$ cat config.mk
export PLATFORM = sky130hd
export DESIGN_NAME = serial_add_ctrl_flat
export DESIGN_NICKNAME = d
export VERILOG_FILES = /design/src/rtl/serial_add_ctrl_if.sv /design/src/rtl/serial_add_ctrl.sv /design/src/flat_wrapper.sv
export SDC_FILE = /design/constraint.sdc
export NUM_CORES = 1
export LEC_CHECK = 0
export CAP_MARGIN = 15
export CORE_MARGIN = 1.5
export CORE_UTILIZATION = 44
export DETAILED_ROUTE_END_ITERATION = 8
export PLACE_DENSITY = 0.78
export SLEW_MARGIN = 10
export SYNTH_ARGS = -nofsm -noshare
export SYNTH_HDL_FRONTEND = slang
export SYNTH_SLANG_ARGS = --single-unit
$ cat constraint.sdc
create_clock -name clk -period 1.37 [get_ports clk]
set_clock_uncertainty 0.05 [all_clocks]
set_input_delay 0.137 -clock clk [delete_from_list [all_inputs] [get_ports clk]]
set_output_delay 0.137 -clock clk [all_outputs]
set_load 0.01 [all_outputs]
$ cat src/rtl/serial_add_ctrl_if.sv
// Requester <-> bit-serial adder handshake bundle.
// OVF is present only when SERIAL_ADD_OVF_EN is defined.
interface serial_add_ctrl_if #(
  parameter int WIDTH = 8
) ();
  logic             start;
  logic [WIDTH-1:0] A;
  logic [WIDTH-1:0] B;
  logic             C_in;
  logic             busy;
  logic             done;
  logic [WIDTH-1:0] Sum;
  logic             C_out;
`ifdef SERIAL_ADD_OVF_EN
  logic             OVF;

  modport master (output start, A, B, C_in, input busy, done, Sum, C_out, OVF);
  modport slave  (input start, A, B, C_in, output busy, done, Sum, C_out, OVF);
`else
  modport master (output start, A, B, C_in, input busy, done, Sum, C_out);
  modport slave  (input start, A, B, C_in, output busy, done, Sum, C_out);
`endif
endinterface

$ cat src/rtl/serial_add_ctrl.sv
// Bit-serial adder: one Full_Add cell adds two WIDTH-bit operands LSB first.
// Optional signed-overflow flag enabled by defining SERIAL_ADD_OVF_EN.
module Full_Add (
  input  logic I1,
  input  logic I2,
  input  logic C_in,
  output logic S,
  output logic C_out
);
  assign S     = I1 ^ I2 ^ C_in;
  assign C_out = (I1 & I2) | (C_in & (I1 ^ I2));
endmodule

// state | meaning
// IDLE  | waiting for start; operands captured on accept
// RUN   | one result bit per cycle, WIDTH cycles
// DONE  | one-cycle done pulse, result valid
module serial_add_ctrl #(
  parameter int WIDTH = 8
) (
  input  logic                clk,
  input  logic                rst,
  serial_add_ctrl_if.slave    bus
);
  localparam int CNT_W = $clog2(WIDTH);
  localparam logic [CNT_W-1:0] LAST_BIT = CNT_W'(WIDTH - 1);

  typedef enum logic [1:0] {IDLE, RUN, DONE} state_t;

  state_t           state_q, state_d;
  logic             accept, last_bit;
  logic [WIDTH-1:0] a_sh, b_sh, sum_q;
  logic [CNT_W-1:0] cnt_q;
  logic             carry_q, cout_q;
  logic             fa_s, fa_c;

  Full_Add u_fa (
    .I1   (a_sh[0]),
    .I2   (b_sh[0]),
    .C_in (carry_q),
    .S    (fa_s),
    .C_out(fa_c)
  );

  always_ff @(posedge clk) begin
    if (rst) state_q <= IDLE;
    else     state_q <= state_d;
  end

  always_comb begin
    state_d  = state_q;
    accept   = 1'b0;
    last_bit = 1'b0;
    case (state_q)
      IDLE: begin
        if (bus.start) begin
          accept  = 1'b1;
          state_d = RUN;
        end
      end
      RUN: begin
        if (cnt_q == LAST_BIT) begin
          last_bit = 1'b1;
          state_d  = DONE;
        end
      end
      DONE:    state_d = IDLE;
      default: state_d = IDLE;
    endcase
  end

  always_ff @(posedge clk) begin
    if (rst) begin
      a_sh    <= '0;
      b_sh    <= '0;
      sum_q   <= '0;
      cnt_q   <= '0;
      carry_q <= 1'b0;
      cout_q  <= 1'b0;
    end else if (accept) begin
      a_sh    <= bus.A;
      b_sh    <= bus.B;
      carry_q <= bus.C_in;
      cnt_q   <= '0;
      sum_q   <= '0;
      cout_q  <= 1'b0;
    end else if (state_q == RUN) begin
      a_sh    <= a_sh >> 1;
      b_sh    <= b_sh >> 1;
      carry_q <= fa_c;
      sum_q   <= {fa_s, sum_q[WIDTH-1:1]};
      // counter holds at WIDTH-1 so it never wraps for power-of-two widths
      if (!last_bit) cnt_q <= cnt_q + 1'b1;
      if (last_bit)  cout_q <= fa_c;
    end
  end

`ifdef SERIAL_ADD_OVF_EN
  logic ovf_q;

  // carry_q during the last RUN cycle is the carry into the MSB
  always_ff @(posedge clk) begin
    if (rst || accept)                     ovf_q <= 1'b0;
    else if (state_q == RUN && last_bit)   ovf_q <= carry_q ^ fa_c;
  end

  assign bus.OVF = ovf_q;
`endif

  assign bus.busy  = (state_q != IDLE);
  assign bus.done  = (state_q == DONE);
  assign bus.Sum   = sum_q;
  assign bus.C_out = cout_q;
endmodule

$ cat src/flat_wrapper.sv
// flat-port wrapper written by rule: the top's interface ports become plain ports
module serial_add_ctrl_flat 
#(
  parameter int WIDTH = 8
)
  (clk, rst, bus_start, bus_A, bus_B, bus_C_in, bus_busy, bus_done, bus_Sum, bus_C_out);
  serial_add_ctrl_if #(.WIDTH(WIDTH)) bus_i ();
  input  logic clk;
  input  logic rst;
  input wire logic [$bits(bus_i.start)-1:0] bus_start;
  input wire logic [$bits(bus_i.A)-1:0] bus_A;
  input wire logic [$bits(bus_i.B)-1:0] bus_B;
  input wire logic [$bits(bus_i.C_in)-1:0] bus_C_in;
  output wire logic [$bits(bus_i.busy)-1:0] bus_busy;
  output wire logic [$bits(bus_i.done)-1:0] bus_done;
  output wire logic [$bits(bus_i.Sum)-1:0] bus_Sum;
  output wire logic [$bits(bus_i.C_out)-1:0] bus_C_out;
  assign bus_i.start = bus_start;
  assign bus_i.A = bus_A;
  assign bus_i.B = bus_B;
  assign bus_i.C_in = bus_C_in;
  assign bus_busy = bus_i.busy;
  assign bus_done = bus_i.done;
  assign bus_Sum = bus_i.Sum;
  assign bus_C_out = bus_i.C_out;
  serial_add_ctrl #(.WIDTH(WIDTH)) u_core (.clk(clk), .rst(rst), .bus(bus_i));
endmodule
# Word level (Yosys, flattened, before mapping)
# Index checks and enable logic that the tools add are counted.
[totals] reg_bits=31 inputBits=20 output_inout_bits=11 wordCells=39
[op_classes] n_addsub=1 eq_ne=5 mux=13 n_bitwise=6 reduce_logical=7
[op_table] operator="2-to-1 mux 8 bit" count=4
[op_table] operator="2-to-1 mux 1 bit" count=6
[op_table] operator="AND reduction 2 bit" count=3
[op_table] operator="2-to-1 mux 2 bit" count=2
[op_table] operator="one-hot mux 2 bit (2 select lines)" count=1
[op_table] operator="nonzero test 2 bit" count=2
[op_table] operator="adder 3 x 1 -> 3 bit, second input constant" count=1
[op_table] operator="== test 3 bit, second input constant" count=1
[op_table] operator="AND 1 bit" count=2
[op_table] operator="== test 2 x 1 -> 1 bit, second input constant" count=1
[op_table] operator="== test 2 bit, second input constant" count=1
[op_table] operator="logical NOT 2 bit" count=1
[op_table] operator="!= test 2 x 1 -> 1 bit, second input constant" count=1
[op_table] operator="!= test 2 bit, second input constant" count=1
[op_table] operator="OR reduction 2 bit" count=1
[op_table] operator="bitwise XOR 1 bit" count=2
[op_table] operator="inverter 1 bit" count=1
[op_table] operator="bitwise OR 1 bit" count=1

# Logic depth before layout (Yosys ltp)
# Gate-level depths: netlist of the first run.
[depth] depth_word=5 ltp_mapped=5 mapped_depth_nobuf=5

# Cells and area by module
# A second synthesis of the first run with hierarchy kept.
[hier_totals] cells_unflattened=169 area_unflattened_um2=1381.3
[by_module_without_submodules] mod="serial_add_ctrl" n_inst=1 cells_each=168 area_per_inst_um2=1361.3 seq_area_each_um2=620.6
[by_module_without_submodules] mod="Full_Add" n_inst=1 cells_each=1 area_per_inst_um2=20.0 seq_area_each_um2=0.0

# Worst setup path after synthesis of the first run
# OpenSTA, ideal clock, no wires.
[synth_timing] path_kind="register to register" from="register u_core.cnt_q[0]" to="register u_core.cnt_q[0]" setup_ns=0.115 t_arrival_ns=1.141 required_ns=1.205 slack_ns=0.065 path_stages_with_launch=6 path_buffers=0 synth_period_minus_slack_ns=1.305 cell_sequence="dfxtp_1 > ha_1 > ha_1 > nor3b_2 > xnor2_1 > nor2_1"
[synth_via] elab_chain_cells=5 word_cells_on_any_way=6 cone_classes="1 x add/sub; 1 x eq/ne; 2 x mux; 1 x bitwise; 1 x reduce/logical"
[synth_lines] element="start, declared" line="serial_add_ctrl.sv:33" source="logic [CNT_W-1:0] cnt_q;"
[synth_lines] element="start signal, assigned" line="serial_add_ctrl.sv:93" source="if (!last_bit) cnt_q <= cnt_q + 1'b1;"
[synth_lines] element="== test 3 bit" line="serial_add_ctrl.sv:62" source="if (cnt_q == LAST_BIT) begin"
[synth_lines] element="2-to-1 mux 1 bit" line="serial_add_ctrl.sv:62"
[synth_lines] element="2-to-1 mux 1 bit" line="serial_add_ctrl.sv:54" source="case (state_q)"
[synth_lines] element="inverter 1 bit (no source line)"
[synth_lines] element="AND reduction 2 bit (no source line)"
# Parallel ways exist; a longest one is shown, timed or not.
# A chain may end at the register's enable or synchronous reset.

# Worst setup path in the final report of the first run
[layout_timing] from="register u_core.state_q[0]" to="register u_core.b_sh[6]"
[layout_via] elab_chain_cells=3 word_cells_on_any_way=5 cone_classes="1 x eq/ne; 2 x mux; 2 x reduce/logical"
[layout_lines] element="start, declared" line="serial_add_ctrl.sv:30" source="state_t state_q, state_d;"
[layout_lines] element="start signal, assigned" line="serial_add_ctrl.sv:47" source="else state_q <= state_d;"
[layout_lines] element="logical NOT 2 bit" line="serial_add_ctrl.sv:54"
[layout_lines] element="2-to-1 mux 1 bit" line="serial_add_ctrl.sv:54"
[layout_lines] element="2-to-1 mux 8 bit / nonzero test 2 bit (equally long branches)"
[layout_lines] element="end signal, assigned" line="serial_add_ctrl.sv:82" source="b_sh <= bus.B;"
[layout_lines] element="end signal, assigned" line="serial_add_ctrl.sv:89" source="b_sh <= b_sh >> 1;"
[layout_lines] element="end, declared" line="serial_add_ctrl.sv:32" source="logic [WIDTH-1:0] a_sh, b_sh, sum_q;"
# Parallel ways exist; a longest one is shown, timed or not.

==> results.json, run 1 <==
{
  "synth-seq-cells": 31,
  "ir_drop_worst_vdd_mv": 0.5870,
  "max_clock_freq_ghz": 0.7284,
  "buffer_ports.inserted": 30,
  "dr.pass1.iters": 4,
  "p_leak_uw": 0.0007780,
  "grt_ovf": 0,
  "cp-end-kind": "flip-flop",
  "clk_latency_ns": 0.32,
  "num_rows": 20,
  "setup_tns_ns": -0.005083,
  "track_usage": 0.1923,
  "detailedRoute.firstIterationViolations": 49,
  "grt_pass1_vias": 1198,
  "final_layout_size_suffix_gt1_frac": 0.2333,
  "tritoncts": "done",
  "yosys.area_share.adder": 0.03220,
  "rsz0062_at_grt": "true",
  "globalRouteMet3Util": 0.04585,
  "grt_max_degree": 16,
  "postSynthNetCount": 188,
  "multi_input_area_um2": 706.9,
  "synth_simple_gate_area_share": 0.2290,
  "dpl_worst_slack_ns": -0.2191,
  "power.density_cell_area_nw_per_um2": 998.9,
  "min_period_ns": 1.373,
  "count_of_final_hold_check_violations": 0,
  "finished_core_util": 0.6405,
  "postRouteWirelength_um": 3106,
  "die_y_um": 59.39,
  "horizontal_die_dimension_um": 59.39,
  "met1_resource_use_gr": 0.2302,
  "cts-root-buf": "clkbuf_4",
  "avgRoutedWirePerCell_um": 12.23,
  "cp-start-kind": "flip-flop",
  "htreeDepth": 2,
  "worst_setup_hold_path_clk_slew_ns": 0.09,
  "post_synth.cell_area_avg_um2": 8.478,
  "die-area_um2": 3527,
  "top_level_ports": 31,
  "data_arrival_time_of_the_critical_path_ns": 1.54,
  "setup_ws_ns": -0.002781,
  "cp.required_ns": 1.54,
  "viasPerCell": 5.008,
  "grt_antenna_before_repair": 0,
  "timing.critical_path.fanout_max": 12,
  "routabilityCongestion": 0.7881,
  "diodes": 0,
  "start_util": 0.4620,
  "area.sequential_um2": 630.6,
  "hold_class": "in -> reg",
  "worstMarginPinSlew_ns": 0.2583,
  "synth-compound-area-share": 0.2021,
  "outcome": "complete, but fails checks",
  "synth_xor_xnor_area_share": 0.006261,
  "via_count": 1272,
  "critPathKind": "reg -> reg",
  "synth_cells": 165,
  "fin_total_pwr_uw": 1937,
  "dpl_cell_area_um2": 1815,
  "synth-warning-count": 0,
  "period_share": 1.002,
  "syn_area_um2": 1399,
  "area.growth.synth_to_final_pct": 38.64,
  "nets": 232,
  "muxShareOfSynthArea": 0.007156,
  "final-max-slew-violation-count": 0,
  "maxCapViolations": 0,
  "numCtsBuffers": 5,
  "post-route-drc-count": 0,
  "synth.yosys.seq_area_share": 0.4436,
  "grt.met2_usage": 0.3093,
  "clkSinkCount": 31,
  "clock_tree.buffer_depth": 2,
  "setup_viol": 2,
  "route.antenna.remaining_nets": 0,
  "main_combinational_cell_family_by_area_after_synthesis": "simple AND/OR/NAND/NOR gates",
  "place.detailed.hpwl_um": 2198,
  "stdcell_area_um2": 1939,
  "floorplan.core_area_um2": 3028,
  "synth_cell_type_count": 30,
  "grt_busiest_layer": "met2",
  "max-slew-margin-rel": 0.8276,
  "fill_cells": 260,
  "failed_checks": "negative setup slack",
  "wire_length_of_the_first_global_routing_pass_um": 4995
}
path summary, 6_finish.rpt:
check,from,endpoint,slack [ns],cells past startpoint
worst max register to register,u_core.state_q[0],u_core.b_sh[6],-0.003,6
worst max-delay path,u_core.state_q[0],u_core.b_sh[6],-0.003,6
worst min register to register,u_core.bus.Sum[0],u_core.bus.Sum[0],0.41,2
worst min-delay path,bus_B[7],u_core.b_sh[7],0.31,3
power breakdown:
part           internal [uW]  leakage [uW]  total [uW]  switching (uW)
registers                951      0.000256         986            35.3
clock network            302     0.0000386         592             291
logic                    197      0.000483         358             161
timing repair:
item                                    in CTS  in global routing
hold buffers                                 0                  0
resized for setup                           25                  7
buffers inserted                             3                  1
pin swaps                                    2                  2
endpoints found under the setup margin      21                 18
per-stage QoR:
step           std cells  hold WS (ns)
2_1_floorplan        165        0.2230
3_3_place_gp         243        0.3926
3_5_place_dp         243        0.4012
4_1_cts              253        0.2960
5_1_grt              254        0.2928
6_report             254        0.3145
area by class of cell:
class,instances,area share
Sequential cell,31,0.3252
Timing Repair Buffer,50,0.2426
Tap cell,44,0.02839
Clock buffer,8,0.03548
Inverter,2,0.003871
Multi-Input combinational cell,119,0.3645
synth_stat cells, drive strengths merged:
| library cell | number | area [um2] |
|---|---|---|
| inv | 2 | 7.510 |
| and2b | 1 | 7.510 |
| mux2i | 1 | 10.01 |
| nand3b | 1 | 7.510 |
| ha | 2 | 25.02 |
| fa | 1 | 20.02 |
| or2 | 1 | 6.260 |
| nor2 | 22 | 87.58 |
| or3b | 2 | 17.52 |
| o21ai | 2 | 10.01 |
| nand3 | 2 | 10.01 |
| nor3 | 1 | 5.000 |
| dfxtp | 31 | 620.6 |
| o221a | 2 | 22.52 |
| nand2 | 32 | 120.1 |
| nor3b | 2 | 31.28 |
| nand2b | 3 | 21.27 |
| a21oi | 29 | 145.1 |
| nor2b | 1 | 6.260 |
| xnor2 | 1 | 8.760 |
| a211oi | 12 | 95.09 |
| o21ba | 1 | 10.01 |
| buf | 13 | 103.8 |
layer usage:
layer,vias up,share of wire
met5,-,0
li1,646,-
met2,23,0.50
met4,0,0.020
met1,598,0.45
met3,5,0.037
critical path, cell delays in order, from the launching register on:
cell	delay [ns]
dfxtp_4	0.37
buf_4	0.13
buf_4	0.13
and2b_2	0.22
buf_12	0.15
a21oi_2	0.14
a211oi_2	0.07
cell families (layout without fill, tap and decap cells):
| group | count (synthesis) | count (layout) |
|---|---|---|
| AOI/OAI and AO/OA | 46 | 46 |
| DFF | 31 | 31 |
| xor gates and xnor gates | 1 | 1 |
| and+or+nand+nor | 68 | 68 |
| adders and majority gates | 3 | 3 |
| buffers and inverters | 15 | 60 |
| muxes | 1 | 1 |
cell usage in the layout (no fill, tap or decap), types with 3 or more instances in the layout:
cell type	n
clkbuf_4	5
a211oi_1	11
nand2_1	32
buf_12	3
dlygate4sd2_1	9
dfxtp_1	27
clkdlybuf4s50_1	19
a21oi_1	27
buf_4	16
nor2_1	20
sequential cells by signal, indices dropped and copies added, names as in the netlist:
register / cells
u_core.a_sh: 8
u_core.b_sh: 8
u_core.bus.C_out: 1
u_core.bus.Sum: 8
u_core.carry_q: 1
u_core.cnt_q: 3
u_core.state_q: 2
(Power assumes the default switching activity.)
==> run 2: changes to the inputs <==
--- a/config.mk
+++ b/config.mk
@@ -6,7 +6,6 @@
 export NUM_CORES = 1
 export LEC_CHECK = 0
 export CAP_MARGIN = 15
-export CORE_MARGIN = 1.5
 export CORE_UTILIZATION = 44
 export DETAILED_ROUTE_END_ITERATION = 8
 export PLACE_DENSITY = 0.78
==> run 2 against run 1 <==
  * Sequential share of layout area is 5.1 points lower
  * Utilization is 12 points higher
  * Worst hold slack better by 0.022 ns
  * Via count is 12% higher
  * Highest routed layer unchanged
  * Power is 5.5% higher
  * Clock power is 14% lower
  * The run still ends with negative setup slack left
==> results.json, run 2 (synthesized netlist as in run 1, its figures left out) <==
{
  "grt_pass1_vias": 1382,
  "comb_power_share": 0.263,
  "grt_ovf": 0,
  "floorplan.core_area_um2": 3028,
  "worstMarginPinSlew_ns": 0.2449,
  "buffer_ports.inserted": 30,
  "mostFrequentLayoutCell": "nand2_1",
  "data_arrival_time_of_the_critical_path_ns": 1.58,
  "critPathKind": "reg -> reg",
  "worst_setup_hold_path_clk_slew_ns": 0.10,
  "min_period_ns": 1.410,
  "postRouteWirelength_um": 4354,
  "tritoncts": "done",
  "share_clk_of_total_power": 0.250,
  "cts_hold_buffers": 0,
  "maxCapViolations": 0,
  "diodes": 0,
  "avgRoutedWirePerCell_um": 16.49,
  "clock_tree.buffer_depth": 2,
  "ir_drop_worst_vdd_mv": 0.6993,
  "top_level_ports": 31,
  "track_usage": 0.2576,
  "fin_total_pwr_uw": 2043,
  "die-area_um2": 3409,
  "htreeDepth": 2,
  "cts-root-buf": "clkbuf_4",
  "die_y_um": 58.39,
  "grt_antenna_before_repair": 0,
  "timing.rr.start": "u_core.state_q[0]",
  "grt_max_degree": 18,
  "num_rows": 20,
  "nets": 242,
  "cp.required_ns": 1.54,
  "stdcell_area_um2": 2296,
  "via_count": 1427,
  "cp-start-kind": "flip-flop",
  "detailedRoute.firstIterationViolations": 82,
  "final_layout_size_suffix_gt1_frac": 0.4136,
  "routabilityCongestion": 0.7978,
  "total_switching_power_uw": 601.6,
  "rsz0062_at_grt": "true",
  "post-route-drc-count": 0,
  "max-slew-margin-rel": 0.8350,
  "route.antenna.remaining_nets": 0,
  "hold_class": "in -> reg",
  "hold_path_startpoint": "bus_A[7]",
  "final-max-slew-violation-count": 0,
  "outcome": "complete, but fails checks",
  "start_util": 0.4620,
  "timing.critical_path.from": "u_core.state_q[0]",
  "max_clock_freq_ghz": 0.7092,
  "power.density_cell_area_nw_per_um2": 889.8,
  "period_share": 1.029,
  "count_of_final_hold_check_violations": 0,
  "seq_power_share": 0.487,
  "clkSinkCount": 31,
  "viasPerCell": 5.405,
  "timing.critical_path.fanout_max": 6,
  "dr.pass1.iters": 4,
  "wire_length_of_the_first_global_routing_pass_um": 6458,
  "area.growth.synth_to_final_pct": 64.13,
  "dpl_cell_area_um2": 1815,
  "numCtsBuffers": 5,
  "clk_latency_ns": 0.33,
  "sw_frac_of_total": 0.2945,
  "fill_cells": 188,
  "p_int_uw": 1441,
  "failed_checks": "negative setup slack",
  "horizontal_die_dimension_um": 58.39,
  "layout.cells.most_common_list": "32 x nand2_1, 27 x dfxtp_1, 19 x clkdlybuf4s50_1, 16 x a21oi_1, 16 x buf_4",
  "place.detailed.hpwl_um": 2220,
  "setup_ws_ns": -0.04008,
  "p_leak_uw": 0.0008790,
  "setup_viol": 26,
  "rrSetupSlack_ns": -0.04,
  "cp-end-kind": "flip-flop"
}
## run 2: cell types whose count changed in the layout (fill, tap and decap cells not counted), moves of 3 or more
| cell | change |
|---|---|
| a211oi_2 | +8 |
| a21oi_2 | +11 |
| a211oi_1 | -8 |
| nor2_4 | +12 |
| buf_6 | +5 |
| a21oi_1 | -11 |
| nand2b_4 | +3 |
| nor2_1 | -10 |
## run 2: critical path, stage by stage, from the launching register on
cell      delay, ns
dfxtp_4        0.38
buf_12         0.12
or3b_4         0.42
buf_6          0.16
nand2b_4       0.12
a21oi_2        0.05
## run 2: metal layers
layer / wire, um / track usage / vias up / share of wire
li1: - / - / 671 / -
met1: 1795 / 0.3017 / 702 / 0.41
met2: 2329 / 0.4499 / 48 / 0.53
met3: 183 / 0.04615 / 6 / 0.042
met4: 46 / 0.1327 / 0 / 0.011
met5: 0 / 0 / - / 0
## run 2: path summary, 6_finish.rpt
kind	cells after the start	to
hold / removal	3	u_core.a_sh[7]
hold reg to reg	2	u_core.b_sh[2]
setup / recovery	5	u_core.bus.Sum[6]
setup reg to reg	5	u_core.bus.Sum[6]
## run 2: what timing repair did
action	in CTS	in global routing
setup endpoints to repair	31	30
gates resized for setup	55	33
pin swaps	11	7
buffers inserted	8	1
cloned	3	2
## run 2: layout make-up
type | count | area, um2 | share of cell area
inverter | 2 | 7.507 | 0.003270
timing repair buffer | 59 | 631.9 | 0.2752
multi-input combinational | 120 | 920.9 | 0.4011
clock buffer | 7 | 45.04 | 0.01962
clock inverter | 1 | 5.005 | 0.002180
sequential | 31 | 630.6 | 0.2747
tap | 44 | 55.05 | 0.02398
## run 2: per-stage QoR
stage	worst slack, ns	utilization	hold WS (ns)	instances	setup TNS [ns]
after floorplan	0.06481	-	0.2230	165	0
after global placement	-0.1845	0.5996	0.3926	243	-4.383
after detailed placement	-0.2478	0.5996	0.4006	243	-5.704
after CTS	-0.03925	0.7054	0.3146	262	-0.4988
after global routing	-0.07174	0.7583	0.3325	264	-1.425
final	-0.04008	0.7583	0.3368	264	-0.5814
## run 2: power by group through the flow
| stage | Combinational, uW | Sequential, uW | Clock [uW] |
|---|---|---|---|
| 5_1_grt | 568 | 1000 | 574 |
| 3_5_place_dp | 341 | 1010 | 0 |
| 3_3_place_gp | 330 | 1010 | 0 |
| 2_1_floorplan | 208 | 1000 | 0 |
| 4_1_cts | 456 | 987 | 517 |
| 6_report | 537 | 995 | 511 |
